$ cat src/rtl/vga_timing_monitor_pkg.sv
// Shared 640x480@60 timing constants and monitor state encoding for the VGA
// receive-side checker.
package vga_timing_monitor_pkg;

   localparam int VGA_H_ACTIVE = 640;
   localparam int VGA_H_FP     = 16;
   localparam int VGA_H_SYNC   = 96;
   localparam int VGA_H_BP     = 48;
   localparam int VGA_H_TOTAL  = VGA_H_ACTIVE + VGA_H_FP + VGA_H_SYNC + VGA_H_BP;

   localparam int VGA_V_ACTIVE = 480;
   localparam int VGA_V_FP     = 10;
   localparam int VGA_V_SYNC   = 2;
   localparam int VGA_V_BP     = 33;
   localparam int VGA_V_TOTAL  = VGA_V_ACTIVE + VGA_V_FP + VGA_V_SYNC + VGA_V_BP;

   localparam int VGA_CW = 12;

   typedef enum logic [1:0] {
      ST_ACQUIRE = 2'd0,
      ST_MEASURE = 2'd1,
      ST_LOCKED  = 2'd2
   } mon_state_t;

endpackage

$ cat src/rtl/vga_timing_monitor_sync_edge.sv
// Falling-edge detector for an active-low sync input, evaluated only on pixel
// strobes so that the history tracks the pixel stream rather than clk_100mhz.
module vga_sync_edge (
   input  logic clk_100mhz,
   input  logic rst,
   input  logic pix_en,
   input  logic sync_in,
   output logic fall
);

   logic prev;

   always_ff @(posedge clk_100mhz or negedge rst) begin
      if (!rst) begin
         prev <= 1'b1;
      end else if (pix_en) begin
         prev <= sync_in;
      end
   end

   assign fall = pix_en && prev && !sync_in;

endmodule

$ cat src/rtl/vga_timing_monitor.sv
// Measures line length and frame height of the VGA stream, flags deviations
// from nominal timing and captures the pixel at one active-region coordinate.
//
//   state      | meaning
//   -----------+-----------------------------------------------------------
//   ST_ACQUIRE | waiting for the first vsync fall; no errors reported
//   ST_MEASURE | measuring full frames; a clean frame moves to ST_LOCKED
//   ST_LOCKED  | timing matches; any line/frame error drops to ST_MEASURE
module vga_timing_monitor
   import vga_timing_monitor_pkg::*;
#(
   parameter int H_TOTAL  = VGA_H_TOTAL,
   parameter int H_ACTIVE = VGA_H_ACTIVE,
   parameter int V_TOTAL  = VGA_V_TOTAL,
   parameter int V_ACTIVE = VGA_V_ACTIVE,
   parameter int CW       = VGA_CW
) (
   input  logic          clk_100mhz,
   input  logic          rst,
   input  logic          pix_en,
   input  logic          hsync,
   input  logic          vsync,
   input  logic          blank,
   input  logic [7:0]    pixel_r,
   input  logic [7:0]    pixel_g,
   input  logic [7:0]    pixel_b,
   input  logic [CW-1:0] cap_x,
   input  logic [CW-1:0] cap_y,
   output logic [23:0]   cap_pixel,
   output logic          cap_valid,
   output logic [CW-1:0] line_len,
   output logic [CW-1:0] frame_lines,
   output logic          locked,
   output logic          err_h,
   output logic          err_v,
   output logic [7:0]    err_count
);

   localparam int            CW1        = CW + 1;
   localparam logic [CW:0]   ONE        = CW1'(1);
   localparam logic [CW:0]   H_TOTAL_C  = CW1'(H_TOTAL);
   localparam logic [CW-1:0] H_ACTIVE_C = CW'(H_ACTIVE);
   localparam logic [CW-1:0] V_TOTAL_C  = CW'(V_TOTAL);
   localparam logic [CW-1:0] V_ACTIVE_C = CW'(V_ACTIVE);

   function automatic logic [CW-1:0] sat_inc(input logic [CW-1:0] v);
      logic [CW:0] s;
      s = {1'b0, v} + ONE;
      return s[CW] ? {CW{1'b1}} : s[CW-1:0];
   endfunction

   mon_state_t    state;
   logic          hs_fall, vs_fall;
   logic [CW-1:0] h_cnt, act_x, v_cnt, act_y;
   logic [CW-1:0] h_len, v_end, y_end;
   logic [CW:0]   h_plus;
   logic          line_act, frame_err;
   logic          line_bad, frame_bad_v, frame_bad, cap_hit;

   vga_sync_edge u_hs_edge (
      .clk_100mhz (clk_100mhz),
      .rst        (rst),
      .pix_en     (pix_en),
      .sync_in    (hsync),
      .fall       (hs_fall)
   );

   vga_sync_edge u_vs_edge (
      .clk_100mhz (clk_100mhz),
      .rst        (rst),
      .pix_en     (pix_en),
      .sync_in    (vsync),
      .fall       (vs_fall)
   );

   // A vsync fall coincident with an hsync fall closes that line first.
   always_comb begin
      h_plus      = {1'b0, h_cnt} + ONE;
      h_len       = h_plus[CW] ? {CW{1'b1}} : h_plus[CW-1:0];
      line_bad    = (state != ST_ACQUIRE) &&
                    ((h_plus != H_TOTAL_C) || (line_act && (act_x != H_ACTIVE_C)));
      v_end       = hs_fall ? sat_inc(v_cnt) : v_cnt;
      y_end       = (hs_fall && line_act) ? sat_inc(act_y) : act_y;
      frame_bad_v = (state != ST_ACQUIRE) &&
                    ((v_end != V_TOTAL_C) || (y_end != V_ACTIVE_C));
      frame_bad   = frame_err || (hs_fall && line_bad) || frame_bad_v;
      cap_hit     = pix_en && !blank && (act_x == cap_x) && (act_y == cap_y);
   end

   always_ff @(posedge clk_100mhz or negedge rst) begin
      if (!rst) begin
         h_cnt       <= '0;
         act_x       <= '0;
         v_cnt       <= '0;
         act_y       <= '0;
         line_act    <= 1'b0;
         line_len    <= '0;
         frame_lines <= '0;
         cap_pixel   <= '0;
         cap_valid   <= 1'b0;
         err_h       <= 1'b0;
         err_v       <= 1'b0;
      end else begin
         cap_valid <= 1'b0;
         err_h     <= 1'b0;
         err_v     <= 1'b0;
         if (pix_en) begin
            if (cap_hit) begin
               cap_pixel <= {pixel_r, pixel_g, pixel_b};
               cap_valid <= 1'b1;
            end
            if (hs_fall) begin
               line_len <= h_len;
               h_cnt    <= '0;
               act_x    <= '0;
               line_act <= 1'b0;
               v_cnt    <= v_end;
               act_y    <= y_end;
               err_h    <= line_bad;
            end else begin
               h_cnt <= h_len;
               if (!blank) begin
                  act_x    <= sat_inc(act_x);
                  line_act <= 1'b1;
               end
            end
            if (vs_fall) begin
               frame_lines <= v_end;
               v_cnt       <= '0;
               act_y       <= '0;
               err_v       <= frame_bad_v;
            end
         end
      end
   end

   always_ff @(posedge clk_100mhz or negedge rst) begin
      if (!rst) begin
         state     <= ST_ACQUIRE;
         locked    <= 1'b0;
         err_count <= '0;
         frame_err <= 1'b0;
      end else if (pix_en) begin
         if (vs_fall) begin
            frame_err <= 1'b0;
            case (state)
               ST_ACQUIRE: begin
                  state  <= ST_MEASURE;
                  locked <= 1'b0;
               end
               ST_MEASURE: begin
                  if (frame_bad) begin
                     err_count <= (err_count == 8'hFF) ? err_count : err_count + 8'd1;
                  end else begin
                     state  <= ST_LOCKED;
                     locked <= 1'b1;
                  end
               end
               ST_LOCKED: begin
                  if (frame_bad) begin
                     state     <= ST_MEASURE;
                     locked    <= 1'b0;
                     err_count <= (err_count == 8'hFF) ? err_count : err_count + 8'd1;
                  end
               end
               default: begin
                  state  <= ST_ACQUIRE;
                  locked <= 1'b0;
               end
            endcase
         end else if (hs_fall && line_bad) begin
            frame_err <= 1'b1;
         end
      end
   end

endmodule

$ cat config.mk
export PLATFORM = sky130hd
export DESIGN_NAME = vga_timing_monitor
export DESIGN_NICKNAME = d
export VERILOG_FILES = /design/src/rtl/vga_timing_monitor_pkg.sv /design/src/rtl/vga_timing_monitor_sync_edge.sv /design/src/rtl/vga_timing_monitor.sv
export SDC_FILE = /design/constraint.sdc
export NUM_CORES = 1
export LEC_CHECK = 0
export ABC_AREA = 1
export CORE_ASPECT_RATIO = 1.2
export CORE_MARGIN = 10
export CORE_UTILIZATION = 48
export DETAILED_ROUTE_END_ITERATION = 16
export GPL_TIMING_DRIVEN = 0
export PLACE_DENSITY = 0.8
export SYNTH_ARGS = -nofsm -noshare
export SYNTH_HDL_FRONTEND = slang
export SYNTH_SLANG_ARGS = --single-unit
$ cat constraint.sdc
create_clock -name clk_100mhz -period 2.02 [get_ports clk_100mhz]
set_input_delay 0.404 -clock clk_100mhz [delete_from_list [all_inputs] [get_ports clk_100mhz]]
set_output_delay 0.404 -clock clk_100mhz [all_outputs]
set_load 0.03 [all_outputs]
# Word-level counts from Yosys, hierarchy flattened
# Cells that the tools add are included.
classes:
  add_sub_neg: 5
  n_eq_ne: 12
  n_mux: 29
  bitwise: 1
  reduce_logical: 32
ops:
  columns: ["op", "count"]
  rows:
  - ["$mux 12", 13]
  - ["$add 12x1->13 const B", 4]
  - ["$eq 12x12->1", 2]
  - ["$ne 12x10->1 const B", 2]
  - ["$ne 13x10->1 const B", 1]
  - ["$logic_and 1x1->1", 12]
  - ["$mux 1", 12]
  - ["$ne 12x9->1 const B", 1]
  - ["$reduce_and 2->1", 6]
  - ["$add 8x1->8 const B", 1]
  - ["$eq 8x8->1 const B", 1]
  - ["$pmux 2 s3", 1]
  - ["$reduce_bool 2->1", 3]
  - ["$reduce_and 5->1", 1]
  - ["$logic_or 1x1->1", 4]
  - ["$mux 2", 2]
  - ["$ne 2x2->1 const B", 2]
  - ["$reduce_and 4->1", 1]
  - ["$logic_not 1->1", 3]
  - ["$eq 2x1->1 const B", 1]
  - ["$eq 2x2->1 const B", 1]
  - ["$logic_not 2->1", 1]
  - ["$ne 2x1->1 const B", 1]
  - ["$pmux 1 s2", 1]
  - ["other kinds (2)", 2]
word_totals:
  regBits: 114
  inputBits: 54
  elab_cells: 96

# Depth between registers and ports, before layout
# Gate-level depths: netlist (run 1).
depth:
  ltp_word: 10
  ltp_mapped: 20
  mapped_depth_nobuf: 18

# Modules after synthesis
# From an unflattened synthesis (run 1), not the netlist that was laid out.
unflattened:
  hier_cells: 821
  area_unflattened_um2: 6273.5
modules_own_cells:
  columns: ["mod", "instances", "cells_each", "area_each_um2", "seq_area_each_um2"]
  rows:
  - ["vga_timing_monitor", 1, 807, 6175.9, 2777.7]
  - ["vga_sync_edge", 2, 7, 48.8, 26.3]

# Worst setup path after synthesis (run 1)
# OpenSTA, ideal clock, no wires.
synth_path:
  kind: "register to register"
  from: "register h_cnt[0]"
  to: "register err_count[2]"
  setup_time_ns: 0.122
  arrival_ns: 1.949
  required_ns: 1.898
  path_slack_ns: -0.052
  stages_incl_launch_ff: 16
  path_buffers: 1
  period_less_slack_ns: 2.072
  cell_sequence: "dfrtp_1 ha_1 nand2_1 nor2_2 nand3_1 nand2_1 nor2_1 nand3_1 nand3_1 nand2_1 inv_1 nand2_4 nand3_4 buf_12 nand2_2 o21ai_2"
synth_between:
  elab_chain_cells: 8
synth_lines:
  columns: ["item", "line", "text"]
  rows:
  - ["start: declaration", "vga_timing_monitor.sv:54", "logic [CW-1:0] h_cnt, act_x, v_cnt, act_y;"]
  - ["start signal: assignment", "vga_timing_monitor.sv:121", "h_cnt <= h_len;"]
  - ["$add 12x1->13", "vga_timing_monitor.sv:78", "h_plus = {1'b0, h_cnt} + ONE;"]
  - ["$ne 13x10->1", "vga_timing_monitor.sv:81", "((h_plus != H_TOTAL_C) || (line_act && (act_x != H_ACTIVE_C)));"]
  - ["$logic_or 1x1->1", "vga_timing_monitor.sv:81", null]
  - ["$logic_and 1x1->1", "vga_timing_monitor.sv:80", "line_bad = (state != ST_ACQUIRE) &&"]
  - ["$logic_and 1x1->1", "vga_timing_monitor.sv:86", "frame_bad = frame_err || (hs_fall && line_bad) || frame_bad_v;"]
  - ["$logic_or 1x1->1 (2 in a row)", "vga_timing_monitor.sv:86", null]
  - ["$reduce_and 5->1 (no line)", null, null]
  - ["end signal: assignment", "vga_timing_monitor.sv:153", "err_count <= (err_count == 8'hFF) ? err_count : err_count + 8'd1;"]
  - ["end signal: assignment", "vga_timing_monitor.sv:163", "err_count <= (err_count == 8'hFF) ? err_count : err_count + 8'd1;"]
  - ["end: declaration", "vga_timing_monitor.sv:36", "output logic [7:0] err_count"]
# No other way between the ends.
# A chain may end at the register's enable or synchronous reset.

# Final worst setup path (run 1)
layout_path:
  from: "register act_y[0]"
  to: "register err_count[1]"
layout_between:
  elab_chain_cells: 8
layout_lines:
  columns: ["item", "line", "text"]
  rows:
  - ["start: declaration", "vga_timing_monitor.sv:54", null]
  - ["start signal: assignment", "vga_timing_monitor.sv:118", "act_y <= y_end;"]
  - ["$add 12x1->13", "vga_timing_monitor.sv:48", "s = {1'b0, v} + ONE;"]
  - ["$mux 12", "vga_timing_monitor.sv:49", "return s[CW] ? {CW{1'b1}} : s[CW-1:0];"]
  - ["$mux 12 (*)", "vga_timing_monitor.sv:83", "y_end = (hs_fall && line_act) ? sat_inc(act_y) : act_y;"]
  - ["$ne 12x9->1 (*)", "vga_timing_monitor.sv:85", "((v_end != V_TOTAL_C) || (y_end != V_ACTIVE_C));"]
  - ["$logic_or 1x1->1 (*)", "vga_timing_monitor.sv:85", null]
  - ["$logic_and 1x1->1 (*)", "vga_timing_monitor.sv:84", "frame_bad_v = (state != ST_ACQUIRE) &&"]
  - ["$logic_or 1x1->1 (*)", "vga_timing_monitor.sv:86", null]
  - ["$reduce_and 5->1 (no line) (*)", null, null]
# Mark *: on every way between the ends. The rest lies on a longest branch, timed or not.

==> results of run 1 <==
power by group through the flow:
stage	Clock (mW)	Sequential [mW]	Combinational, mW
floorplan	0	2.87	0.645
global placement	0	2.69	1.36
detailed placement	0	2.69	1.40
CTS	3.10	2.66	1.46
global route	3.22	2.70	1.69
finish	3.08	2.67	1.52
kinds of logic (layout without fill, tap and decap cells):
logic type               Yosys count  in the layout  synth area share
AND/OR/NAND/NOR                  436            436             0.312
buffers and inverters            130            299            0.0877
flip-flops                       113            113             0.456
AO/OA/AOI/OAI                     93             93            0.0843
XOR/XNOR                          27             27            0.0381
adder cells (fa/ha/maj)           11             11            0.0222
flip-flops by register name, indices dropped and copies added, names as in the netlist, 8 cells and up:
signal / cells
act_x: 12
h_cnt: 12
line_len: 12
cap_pixel: 24
v_cnt: 12
err_count: 8
frame_lines: 12
act_y: 12
per-layer routing:
metal | vias up | global-route usage
met5 | - | 0
met4 | 0 | 0.0737
met3 | 32 | 0.0413
met2 | 201 | 0.325
met1 | 2789 | 0.219
li1 | 2879 | -
placed cells by master (no fill, tap or decap), types with 3 or more instances in the layout:
cell and instances:
o21ai_2 6, dfrtp_2 4, inv_1 97, dfrtp_1 107, nor2_2 6, clkinv_2 6, nor4_1 3, nor3_1 8
nor2_1 70, buf_6 10, a31oi_1 3, buf_2 3, ha_1 8, nor2_4 9, clkdlybuf4s50_1 108, xnor2_1 8
nand3_2 17, a21oi_1 8, buf_4 16, nand3_4 4, clkbuf_1 11, ha_4 3, clkbuf_8 3, o21ai_1 4
bufinv_16 3, xor2_1 17, clkbuf_16 19, nand2_2 21, nand4_1 11, o22ai_1 17, nand2_4 4, o21ai_0 48
nand3_1 33, inv_2 10, nand2_1 241
per-stage QoR:
stage / hold WS (ps) / area (sq um)
global placement: 460 / 7560
finish: 241 / 8710
detailed placement: 362 / 7590
global route: 248 / 8710
CTS: 223 / 8360
floorplan: 108 / 6240
timing repair:
| action | 4_1_cts | 5_1_grt |
|---|---|---|
| gates cloned | 1 | 3 |
| setup buffers | 6 | 13 |
| hold endpoints to repair | 46 | 0 |
| setup endpoints to repair | 41 | 56 |
| resized for setup | 27 | 57 |
| hold buffers | 1 | 0 |
| pin swaps | 3 | 15 |
worst register-to-register path, cell delays in order (launching register included):
cell	delay (ps)
dfrtp_2	450
ha_4	180
nand2_2	90
nor2_4	180
nand4_1	200
buf_6	210
nand3_4	90
nor2_1	40
nand2_1	80
nor2_2	50
nand2_1	80
nand2_2	80
nand2_4	80
nand3_4	120
clkbuf_16	190
nand2_2	50
nand2_1	50
worst min-delay path by stage:
stage          slack [ps]              to  depth (start not counted)
6_report              240  u_hs_edge.prev                          2
5_1_grt               250  u_hs_edge.prev                          2
4_1_cts               220  u_hs_edge.prev                          2
3_5_place_dp          360    err_count[2]                          1
3_3_place_gp          460    cap_pixel[3]                          2
2_1_floorplan         110        act_x[0]                          0
cell usage after synthesis:
library cell	count
nand2_1	252
dfrtp_1	111
inv_1	103
nor2_1	75
o21ai_0	49
nand3_1	46
xor2_1	18
o22ai_1	17
clkbuf_1	12
nand2_2	12
ha_1	11
nand4_1	11
nor3_1	10
xnor2_1	9
a21oi_1	8
nand3_2	6
nor2_4	6
nor4_1	6
o21ai_1	6
inv_2	5
buf_6	4
nor2_2	4
a31oi_1	3
o21ai_2	3
buf_2	2
buf_4	2
dfstp_2	2
nand2_4	2
nand3_4	2
nand3b_1	2
o211ai_1	2
a211oi_1	1
a221oi_1	1
a22o_1	1
buf_12	1
clkinv_1	1
nand4_2	1
o2111ai_1	1
o21bai_1	1
or2_0	1
area by class of cell:
class	count	area (sq um)
multi-input combinational	567	3090
buffer	21	171
clock inverter	11	135
clock buffer	21	470
tap	164	205
fill	967	3960
inverter	109	414
sequential	113	2840
timing repair buffer	137	1390
==> run_results.csv, run 1 <==
group,metric,value,unit
sta,setup_violations,24,
sta,post-route-period-util,1.14,
pwr,p_int,5.13,mW
route,viasPerCell,5.16,
place,port_buffers,112,
cts,cts_made_buffers,17,
synthesis,ys_seq_area_frac,0.456,
cts,clk_pin_slew,50,ps
critical_path,critPathLaunchType,"flop",
synthesis,netlist_area,6200,sq um
critical_path,reg2reg_slack,-280,ps
global_routing,grt_antenna_before_repair,0,
critical_path,r2r_cells,16,
pwr,power_leakage,4.16,nW
route,drc,0,
global_routing,grt_pass1_vias,5753,
floorplanning,dieArea,17900,sq um
synthesis,ys_ff_latch,113,
sta,fmax,434,MHz
critical_path,arrival,2600,ps
cts,clk_latency,410,ps
floorplanning,core,12700,sq um
critical_path,required,2320,ps
worst_hold_path,hold_path.class,"input port to flop",
job,maxCapViolCount,0,
route,dr.pass1.iters,5,
synthesis,synthDominantCellAreaShare,0.448,
cts,cts_tree,"yes",
synthesis,synth_cell_types,40,
floorplanning,die_h,145,um
pwr,power,7.27,mW
pwr,sequentialPowerShare,0.368,
cts,cts_num_sinks,113,
global_routing,grt_max_degree,68,
sta,relSlewSlack,0.643,
route,drt-met1-wl,6910,um
global_routing,grt-ovfl-total,0,
cells_and_area,drive_gt1_frac,0.165,
route,drt_first_iter_violations,383,
cts,cts_root_buffer,"clkbuf_16",
synthesis,synth_largest_area_cell,"dfrtp_1",
sta,fin_skew,8.96,ps
critical_path,crit_end,"err_count[1]",
pwr,p_clk_frac,0.423,
synthesis,syn_inst,810,
pwr,combPwrFrac,0.210,
critical_path,crit_chain,"ha_4, nand2_2, nor2_4, nand4_1, buf_6, nand3_4, nor2_1, nand2_1, nor2_2, nand2_1, nand2_2, nand2_4, nand3_4, clkbuf_16, nand2_2, nand2_1",
route,dr_total_vias,5901,
sta,final-hold-violation-count,0,
sta,worst_slew_pin_slew,534,ps
pwr,p_sw_frac,0.294,
cells_and_area,layoutNonFillerInstCount,1143,
route,route.met2.wl,9150,um
cells_and_area,utilization,0.688,
cts,clockBufferDepth,2,
floorplanning,rows,45,
sta,rsz0062_at_grt,"yes",
critical_path,crit_fanout,6,
critical_path,worstSetupStartpoint,"act_y[0]",
sta,worst_slack,-282,ps
cts,cts.htree.levels,4,
pwr,switchingPower,2.14,mW
cells_and_area,final_nets,1031,
cells_and_area,antenna_cells,0,
critical_path,crit_path_end_kind,"flop",
critical_path,r2r-start,"act_y[0]",
run_status,status,"complete, but fails checks",
cells_and_area,syn_to_final_growth,40.4,%
critical_path,r2r_end,"err_count[1]",
sta,drv_slew,0,
floorplanning,ioPinCount,114,
place,gp_congestion,0.942,
route,route.final.wire_length,17300,um
run_status,violations,"setup timing",
place,hpwl,11900,um
place,dp_cells,1087,
critical_path,crit_type,"flop to flop",
place,preCtsSetupSlack,-729,ps
floorplanning,initial_core_util,0.490,
sta,finalSetupTns,-2720,ps
synthesis,syn_avg_cell_area,7.66,sq um
route,antenna_left,0,
global_routing,grt_usage,0.188,
route,avgRoutedWirePerCell,15.2,um
synthesis,synth.area.top_cells,"dfrtp_1, nand2_1, inv_1",
synthesis,yosysWarnings,0,
critical_path,crit_path_max_incr_delay,450,ps
pwr,power_density,835,nW/um^2
critical_path,crit_family,"simple AND/OR/NAND/NOR gates",
critical_path,cp_num_cells,16,
critical_path,crit_buf_inv,2,
critical_path,critPathSlowestCell,"dfrtp_2",
worst_hold_path,hp-start,"pix_en",
route,met3WireLength,913,um
floorplanning,die_w,124,um
sta,fin_crit,2300,ps
route,highest_layer,"met4",
global_routing,grt_pass1_wl,26900,um
synthesis,syn_nets,875,
pwr,ir_drop,0.566,mV
Power figures use the tool's default switching activity.
==> run 2: changes to the inputs <==
--- a/config.mk
+++ b/config.mk
@@ -11,7 +11,7 @@
 export CORE_UTILIZATION = 48
 export DETAILED_ROUTE_END_ITERATION = 16
 export GPL_TIMING_DRIVEN = 0
-export PLACE_DENSITY = 0.8
+export PLACE_DENSITY_LB_ADDON = 0.08
 export SYNTH_ARGS = -nofsm -noshare
 export SYNTH_HDL_FRONTEND = slang
 export SYNTH_SLANG_ARGS = --single-unit
==> run 2 against run 1 <==
The run still ends with setup timing left; core utilization up 0.51 points; setup slack worse by 22 ps; critical endpoint is now err_count[5]; wire length down 2.0%; global-route usage up 0.15 points; cell count up 0.26%; largest cell class unchanged; first-iteration DRC count up 32%; clock-buffer cell count up 2.
==> run_results.csv, run 2 (synthesized netlist as in run 1, its figures left out) <==
group,metric,value,unit
run_status,status,"complete, but fails checks",
run_status,violations,"setup timing",
global_routing,grt_max_degree,66,
cells_and_area,regMostFlops,"cap_pixel",
sta,setup_violations,10,
critical_path,crit_path_end_kind,"flop",
critical_path,crit_type,"flop to flop",
sta,post-route-period-util,1.15,
sta,worst_slew_pin_slew,619,ps
sta,relSlewSlack,0.584,
cells_and_area,largest_reg_flops,24,
pwr,sequentialPowerShare,0.361,
floorplanning,initial_core_util,0.490,
cells_and_area,fillers,1048,
pwr,power_leakage,4.21,nW
cts,cts_made_buffers,17,
critical_path,critPathSlowestCell,"dfstp_2",
route,drt_first_iter_violations,505,
place,hpwl,12300,um
floorplanning,die_w,124,um
cells_and_area,final_nets,1034,
floorplanning,dieArea,17900,sq um
global_routing,grt_pass1_wl,27100,um
pwr,p_int,5.22,mW
cts,cts_num_sinks,113,
place,port_buffers,112,
critical_path,crit_path_max_incr_delay,580,ps
cts,cts.htree.levels,4,
cells_and_area,final_cell_mix,"nand2_1, dfrtp_1, clkdlybuf4s50_1, inv_1, nor2_1",
floorplanning,rows,45,
critical_path,crit_fanout,5,
critical_path,crit_buf_inv,2,
global_routing,grt_antenna_before_repair,0,
pwr,combPwrFrac,0.217,
pwr,p_clk_frac,0.422,
cts,cts_root_buffer,"clkbuf_16",
cts,clk_pin_slew,50,ps
floorplanning,die_h,145,um
cells_and_area,syn_to_final_growth,41.5,%
sta,fin_skew,9.94,ps
critical_path,required,2320,ps
route,dr_total_vias,5835,
cts,clockBufferDepth,2,
global_routing,grt_pass1_vias,5857,
route,dr.pass1.iters,5,
pwr,power,7.32,mW
sta,final-hold-violation-count,0,
route,route.final.wire_length,17000,um
global_routing,grt-ovfl-total,0,
cts,cts_tree,"yes",
cts,clk_latency,410,ps
pwr,p_sw_frac,0.288,
floorplanning,core,12700,sq um
critical_path,reg2reg_slack,-300,ps
worst_hold_path,hold_path.class,"input port to flop",
pwr,switchingPower,2.11,mW
critical_path,critPathLaunchType,"flop",
cells_and_area,drive_gt1_frac,0.186,
sta,drv_slew,0,
floorplanning,ioPinCount,114,
route,drc,0,
route,avgRoutedWirePerCell,14.8,um
cells_and_area,antenna_cells,0,
global_routing,grt_usage,0.189,
sta,fmax,430,MHz
critical_path,crit_chain,"nand3_4, nor2_4, nand2_1, o21ai_2, nand3_2, nand2_1, clkinv_1, nand2_1, nor2_2, nand2_2, nand2_4, nand2_4, nand3_4, clkbuf_16, nand2_4, o21ai_2",
cells_and_area,seq_area,2830,sq um
critical_path,arrival,2630,ps
cells_and_area,multiInputGateArea,3120,sq um
pwr,power_density,834,nW/um^2
route,antenna_left,0,
job,maxCapViolCount,0,
sta,fin_hold_ws,243,ps
critical_path,crit_family,"simple AND/OR/NAND/NOR gates",
cells_and_area,mostFrequentLayoutCell,"nand2_1",
pwr,ir_drop,0.817,mV
route,viasPerCell,5.09,
sta,worst_slack,-303,ps
sta,fin_crit,2320,ps
sta,rsz0062_at_grt,"yes",
place,gp_congestion,0.899,
## run 2: stage by stage
step                      area (sq um)  instances  utilization  worst slack, ps  TNS (ps)
after CTS                         8310       1127        0.656             -294     -2820
final                             8780       1146        0.693             -303     -2700
after floorplan                   6240        810            -            0.106         0
after global placement            7560       1086        0.597            -3910   -463770
after detailed placement          7590       1087        0.599             -829    -27650
after global routing              8780       1146        0.693             -455     -7110
## run 2: per-layer routing
metal | track usage | vias to the layer above | part of all wire
met5 | 0 | - | 0
met4 | 0.0651 | 0 | 0.016
met3 | 0.0690 | 30 | 0.071
met2 | 0.323 | 173 | 0.52
met1 | 0.211 | 2748 | 0.39
li1 | - | 2884 | -
## run 2: worst register-to-register path, stage by stage (launching register included)
cell and delay (ps):
dfstp_2 580, nand3_4 110, nor2_4 140, nand2_1 150, o21ai_2 190, nand3_2 110
nand2_1 90, clkinv_1 70, nand2_1 80, nor2_2 40, nand2_2 100, nand2_4 70
nand2_4 80, nand3_4 110, clkbuf_16 190, nand2_4 50, o21ai_2 40
## run 2: path summary, 6_finish.rpt
| kind | start | endpoint | depth (start not counted) |
|---|---|---|---|
| max | u_hs_edge.prev | err_count[5] | 16 |
| max reg2reg | u_hs_edge.prev | err_count[5] | 16 |
| min | pix_en | u_hs_edge.prev | 2 |
| min in group asynchronous | rst | line_len[5] | 2 |
| max in group asynchronous | rst | u_vs_edge.prev | 3 |
| min reg2reg | cap_pixel[5] | cap_pixel[5] | 2 |
## run 2: cell type report
cell class	count	share of cell area
multi-input combinational	567	0.355
sequential	113	0.323
timing repair buffer	140	0.162
clock buffer	23	0.0556
inverter	109	0.0475
tap	164	0.0234
buffer	21	0.0191
clock inverter	9	0.0147
## run 2: power groups by stage
stage	Clock, mW	Combinational (mW)	Sequential, mW
6_report	3.09	1.59	2.64
5_1_grt	3.25	1.77	2.67
4_1_cts	3.13	1.47	2.65
3_5_place_dp	0	1.41	2.69
3_3_place_gp	0	1.37	2.68
2_1_floorplan	0	0.645	2.87
## run 2: what timing repair did
item	in CTS	in global routing
hold endpoints to repair	48	0
gates cloned	0	4
setup endpoints to repair	43	59
resized for setup	16	100
buffers inserted	7	16
pin swaps	4	33
hold buffers	1	0
